[config.mk]
export PLATFORM = sky130hd
export DESIGN_NAME = mux_nx1_arb
export DESIGN_NICKNAME = d
export VERILOG_FILES = /design/src/rtl/mux_nx1_arb.sv
export SDC_FILE = /design/constraint.sdc
export NUM_CORES = 1
export LEC_CHECK = 0
export CORE_AREA = 5 5 54 56
export CTS_CLUSTER_DIAMETER = 60
export DETAILED_ROUTE_END_ITERATION = 6
export DIE_AREA = 0 0 59 61
export PLACE_DENSITY = 0.83
export SLEW_MARGIN = 20
export SYNTH_ARGS = -nofsm -noshare
export SYNTH_HDL_FRONTEND = slang
export SYNTH_SLANG_ARGS = --single-unit
[constraint.sdc]
create_clock -name clk -period 3.93 [get_ports clk]
set_input_delay 0.786 -clock clk [delete_from_list [all_inputs] [get_ports clk]]
set_output_delay 0.786 -clock clk [all_outputs]
set_load 0.1 [all_outputs]
[src/rtl/mux_nx1_arb.sv]
// mux_nx1_arb: N:1 registered data mux with valid/ready on every channel.
// mode 0 forwards the channel chosen by sel; mode 1 arbitrates round-robin
// among requesting channels, starting the search just after the last winner.
// The output register holds its contents while the consumer stalls.
module mux_nx1_arb #(
  parameter int WIDTH  = 8,
  parameter int NUM_CH = 4,
  parameter int SEL_W  = $clog2(NUM_CH)
) (
  input  logic                    clk,
  input  logic                    rst_n,
  input  logic [NUM_CH*WIDTH-1:0] in_data,
  input  logic [NUM_CH-1:0]       in_valid,
  output logic [NUM_CH-1:0]       in_ready,
  input  logic                    mode,
  input  logic [SEL_W-1:0]        sel,
  output logic [WIDTH-1:0]        out_data,
  output logic [SEL_W-1:0]        out_ch,
  output logic                    out_valid,
  input  logic                    out_ready
);

  // Every value sel can take, so an out-of-range sel reads a zero valid bit.
  localparam int                SEL_SPAN = 1 << SEL_W;
  localparam logic [SEL_W:0]    NUM_CH_L = (SEL_W + 1)'(NUM_CH);
  localparam logic [SEL_W-1:0]  LAST_RST = SEL_W'(NUM_CH - 1);

  logic [WIDTH-1:0]    ch_data [NUM_CH];
  logic [SEL_SPAN-1:0] valid_ext;
  logic                load;
  logic                grant_valid;
  logic [SEL_W-1:0]    grant_ch;
  logic [SEL_W-1:0]    last_ch;

  for (genvar k = 0; k < NUM_CH; k++) begin : g_unpack
    assign ch_data[k] = in_data[k*WIDTH +: WIDTH];
  end

  assign valid_ext = SEL_SPAN'(in_valid);

  // The output register can take a word when empty or being drained now.
  assign load = !out_valid || out_ready;

  // Pick the channel to forward: direct select, or round-robin search.
  always_comb begin
    int idx;
    // NOTE: every combinational output gets a default before any branch so
    // no path leaves it unassigned, which would otherwise infer a latch.
    grant_valid = 1'b0;
    grant_ch    = '0;
    idx         = 0;
    if (!mode) begin
      if (({1'b0, sel} < NUM_CH_L) && valid_ext[sel]) begin
        grant_valid = 1'b1;
        grant_ch    = sel;
      end
    end else begin
      // Walk from the farthest candidate (last_ch itself) to the nearest
      // (last_ch+1) so the nearest requester is written last and wins.
      for (int i = NUM_CH; i >= 1; i--) begin
        idx = int'(last_ch) + i;
        if (idx >= NUM_CH) idx = idx - NUM_CH;
        if (valid_ext[idx[SEL_W-1:0]]) begin
          grant_valid = 1'b1;
          grant_ch    = idx[SEL_W-1:0];
        end
      end
    end
  end

  // Accept only on the granted channel, and only when the register can load.
  always_comb begin
    in_ready = '0;
    if (load && grant_valid) in_ready[grant_ch] = 1'b1;
  end

  // Output register and round-robin pointer; both move only on a transfer.
  always_ff @(posedge clk or negedge rst_n) begin
    // NOTE: state is updated with non-blocking assignments so every register
    // samples pre-edge values regardless of statement order.
    if (!rst_n) begin
      out_data  <= '0;
      out_ch    <= '0;
      out_valid <= 1'b0;
      last_ch   <= LAST_RST;
    end else if (load) begin
      if (grant_valid) begin
        out_data  <= ch_data[grant_ch];
        out_ch    <= grant_ch;
        out_valid <= 1'b1;
        last_ch   <= grant_ch;
      end else begin
        out_valid <= 1'b0;
      end
    end
  end

endmodule

==> out/metrics.yaml <==
synthesis:
  synth_nets: 131
  yosysSeqAreaShare: 0.3659
  synth-seq-cells: 13
  synth_cells: 89
  yosys.area_share.simple: 0.1536
  synth.distinct_cells: 27
  synth_compound_gate_area_share: 0.2249
  syn-cell-area_um2: 895.9
  muxShareOfSynthArea: 0.2123
  synth-xor-area-share: 0
  yosys_warnings: 0
  syn_avg_cell_area_um2: 10.07
  synth_fa_ha_area_frac: 0
  synth_top_family_by_area: "compound AO/OA/AOI/OAI gates"
die:
  core_um2: 2387
  initial_core_util: 0.3753
  fp.dieH_um: 61
  die_area_um2: 3599
  dieWidth_um: 59
  pin_count: 57
  num_rows: 18
place:
  dp_hpwl_um: 2469
  numPortBuffers: 56
  dp.cells: 173
  globalplace.congestion: 0.8744
global_route:
  grt_antenna_before_repair: 0
  grt_pass1_vias: 1079
  grt_pass1_wl_um: 4636
  grt_usage: 0.1682
  grt_max_degree: 14
  grt-ovfl-total: 0
sta:
  setup_viol: 0
  slew_headroom: 0.3398
  hold_viol_final: 0
  max_slew.worst_pin.slew_ns: 0.9872
  fmax_ghz: 0.2811
  period_share: 0.9053
  rsz0062_at_grt: "no"
  drv_slew: 0
  clock_skew_ns: 0.01010
  tns_ns: 0
  fin_crit_ns: 3.558
layout:
  final_cells: 177
  synthToLayoutAreaGrowth_pct: 72.76
  antennaDiodeCount: 0
  nNetsFinal: 190
  drive_above_1_share: 0.1293
  post-route-util: 0.6483
pwr:
  p_leak_nw: 0.6762
  power.density_nw_per_um2: 524.2
  vdd_ir_drop_max_v: 0.0004815
route:
  routed_wl_um: 2893
  dr.pass1.iters: 4
  viasPerCell: 5.333
  drc: 0
  via_count: 944
  wl_per_cell_um: 16.34
  ant_nets: 0
  drt_iter0_markers: 16
cts:
  clk_pin_slew_ns: 0.07
  cts_tree: "yes"
  clock_latency_ns: 0.27
  numCtsBuffers: 3
  ctsHoldBuffers: 0
  clock_path_buffers: 2
  cts_root_buf: "clkbuf_4"
  post_cts_buffers: 0
  cts.sinks: 13
  cts_resized: 0
  h-tree-depth: 1
critical_path:
  cp.buffers_inverters: 2
  worstPathArrival_ns: 2.77
  required_ns: 3.14
  cpLargestDelayFamily: "simple AND/OR/NAND/NOR gates"
  critPathKind: "primary input to primary output"
  cp_max_fo: 7
  path_cells: "clkdlybuf4s50_1 -> or2_2 -> o221a_2 -> nor2b_1 -> nand2_1 -> nor2_1 -> buf_12"
  setup.worst_path.end_class: "primary output"
  cpMaxStageDelayCell: "clkdlybuf4s50_1"
  cp-start-kind: "primary input"
  max_stage_delay_ns: 0.52
outcome:
  outcome: "finished clean"
job:
  maxCapViolations: 0
worst_hold_path:
  holdCritPathClass: "flip-flop to flip-flop"
-- synth_stat cells --
library cell | n | share of area
a311oi_1 | 1 | 0.0098
o21a_1 | 3 | 0.025
mux2i_1 | 19 | 0.21
nor2b_1 | 2 | 0.014
inv_1 | 2 | 0.0084
nand2_1 | 10 | 0.042
or2_2 | 1 | 0.0070
nand2_2 | 1 | 0.0070
nand2_4 | 1 | 0.013
o21ai_0 | 1 | 0.0056
a221oi_2 | 1 | 0.017
dfstp_2 | 2 | 0.059
a21bo_2 | 1 | 0.011
nor2_1 | 5 | 0.021
o221ai_1 | 9 | 0.088
a21boi_1 | 1 | 0.0084
dfrtp_1 | 11 | 0.31
a21oi_1 | 2 | 0.011
clkbuf_2 | 1 | 0.0056
nand2b_1 | 6 | 0.042
a221o_2 | 1 | 0.013
o41ai_1 | 1 | 0.0098
buf_4 | 2 | 0.017
buf_6 | 1 | 0.013
nor3b_1 | 1 | 0.0084
o22ai_1 | 2 | 0.014
o221a_2 | 1 | 0.013
-- cells in the final DEF (no fill, tap or decap) --
cell,count
nand2_2,1
nor2b_1,2
a21oi_2,1
o22ai_1,2
a221oi_2,1
clkdlybuf4s50_1,52
dfrtp_1,11
o21a_1,3
inv_1,2
buf_4,2
nand2b_1,6
o221a_2,1
o221ai_1,9
o21ai_0,1
a221o_2,1
nor2_1,5
a21oi_1,1
o41ai_1,1
dfstp_2,2
a21boi_1,1
clkbuf_1,1
nor3b_1,1
a21bo_2,1
nand2_1,10
clkbuf_4,3
a311oi_1,1
nand2_4,1
buf_12,4
mux2i_1,19
or2_2,1
-- worst register-to-register path: cells and delay by family, from the launching register on --
| kind | cells | cell delay, ns |
|---|---|---|
| AO/OA/AOI/OAI | 3 | 0.68 |
| buffers and inverters | 1 | 0.32 |
| flip-flops | 1 | 0.59 |
| multiplexers | 1 | 0.26 |
-- cell type report --
cell class                      count  area (µm²)
Multi-Input combinational cell     70       533.0
Clock buffer                        4       26.28
Inverter                            2       7.507
Sequential cell                    13       327.8
Fill cell                         215       839.6
Tap cell                           30       37.54
Timing Repair Buffer               58       615.6
-- state kept, by name, summed over array words and instances (netlist names) --
signal     cells
out_valid      1
out_data       8
out_ch         2
last_ch        2
-- routing by layer --
| layer | vias to the layer above | part of all wire | GRT usage |
|---|---|---|---|
| met3 | 8 | 0.042 | 0.02128 |
| li1 | 452 | - | - |
| met5 | - | 0 | 0 |
| met2 | 33 | 0.59 | 0.3596 |
| met1 | 451 | 0.34 | 0.1558 |
| met4 | 0 | 0.027 | 0.06796 |
-- path summary, 6_finish.rpt --
check	start	to	slack (ns)	cells after the start
setup / recovery	mode	in_ready[0]	0.37	7
hold / removal	out_data[5]	out_data[5]	0.49	2
setup reg to reg	last_ch[1]	out_data[1]	1.93	5
hold reg to reg	out_data[5]	out_data[5]	0.49	2
max in group asynchronous	rst_n	last_ch[0]	2.67	1
min in group asynchronous	rst_n	out_valid	0.88	1
-- metrics by stage --
stage,hold slack [ns],area [µm²],power (mW),setup WS (ns)
floorplan,0.4904,895.9,0.5768,0.1912
CTS,0.4987,1548,0.8171,0.3892
detailed placement,0.4797,1521,0.7383,0.4121
finish,0.4943,1548,0.8112,0.3721
global placement,0.4715,1521,0.7277,0.4991
global route,0.5340,1548,0.8453,0.2675
-- power by group --
group | total (mW) | leakage (nW) | internal [mW] | switching [mW]
logic | 0.533 | 0.508 | 0.165 | 0.368
registers | 0.200 | 0.153 | 0.174 | 0.0254
clock network | 0.0789 | 0.0150 | 0.0392 | 0.0397
-- cells by family (layout without fill, tap and decap cells) --
kind of cell,Yosys count,count (layout)
flip-flops,13,13
buffers and inverters,6,64
AND/OR/NAND/NOR,27,27
multiplexers,19,19
AO/OA/AOI/OAI,24,24
Note: power is estimated with default switching activity, not from simulation.
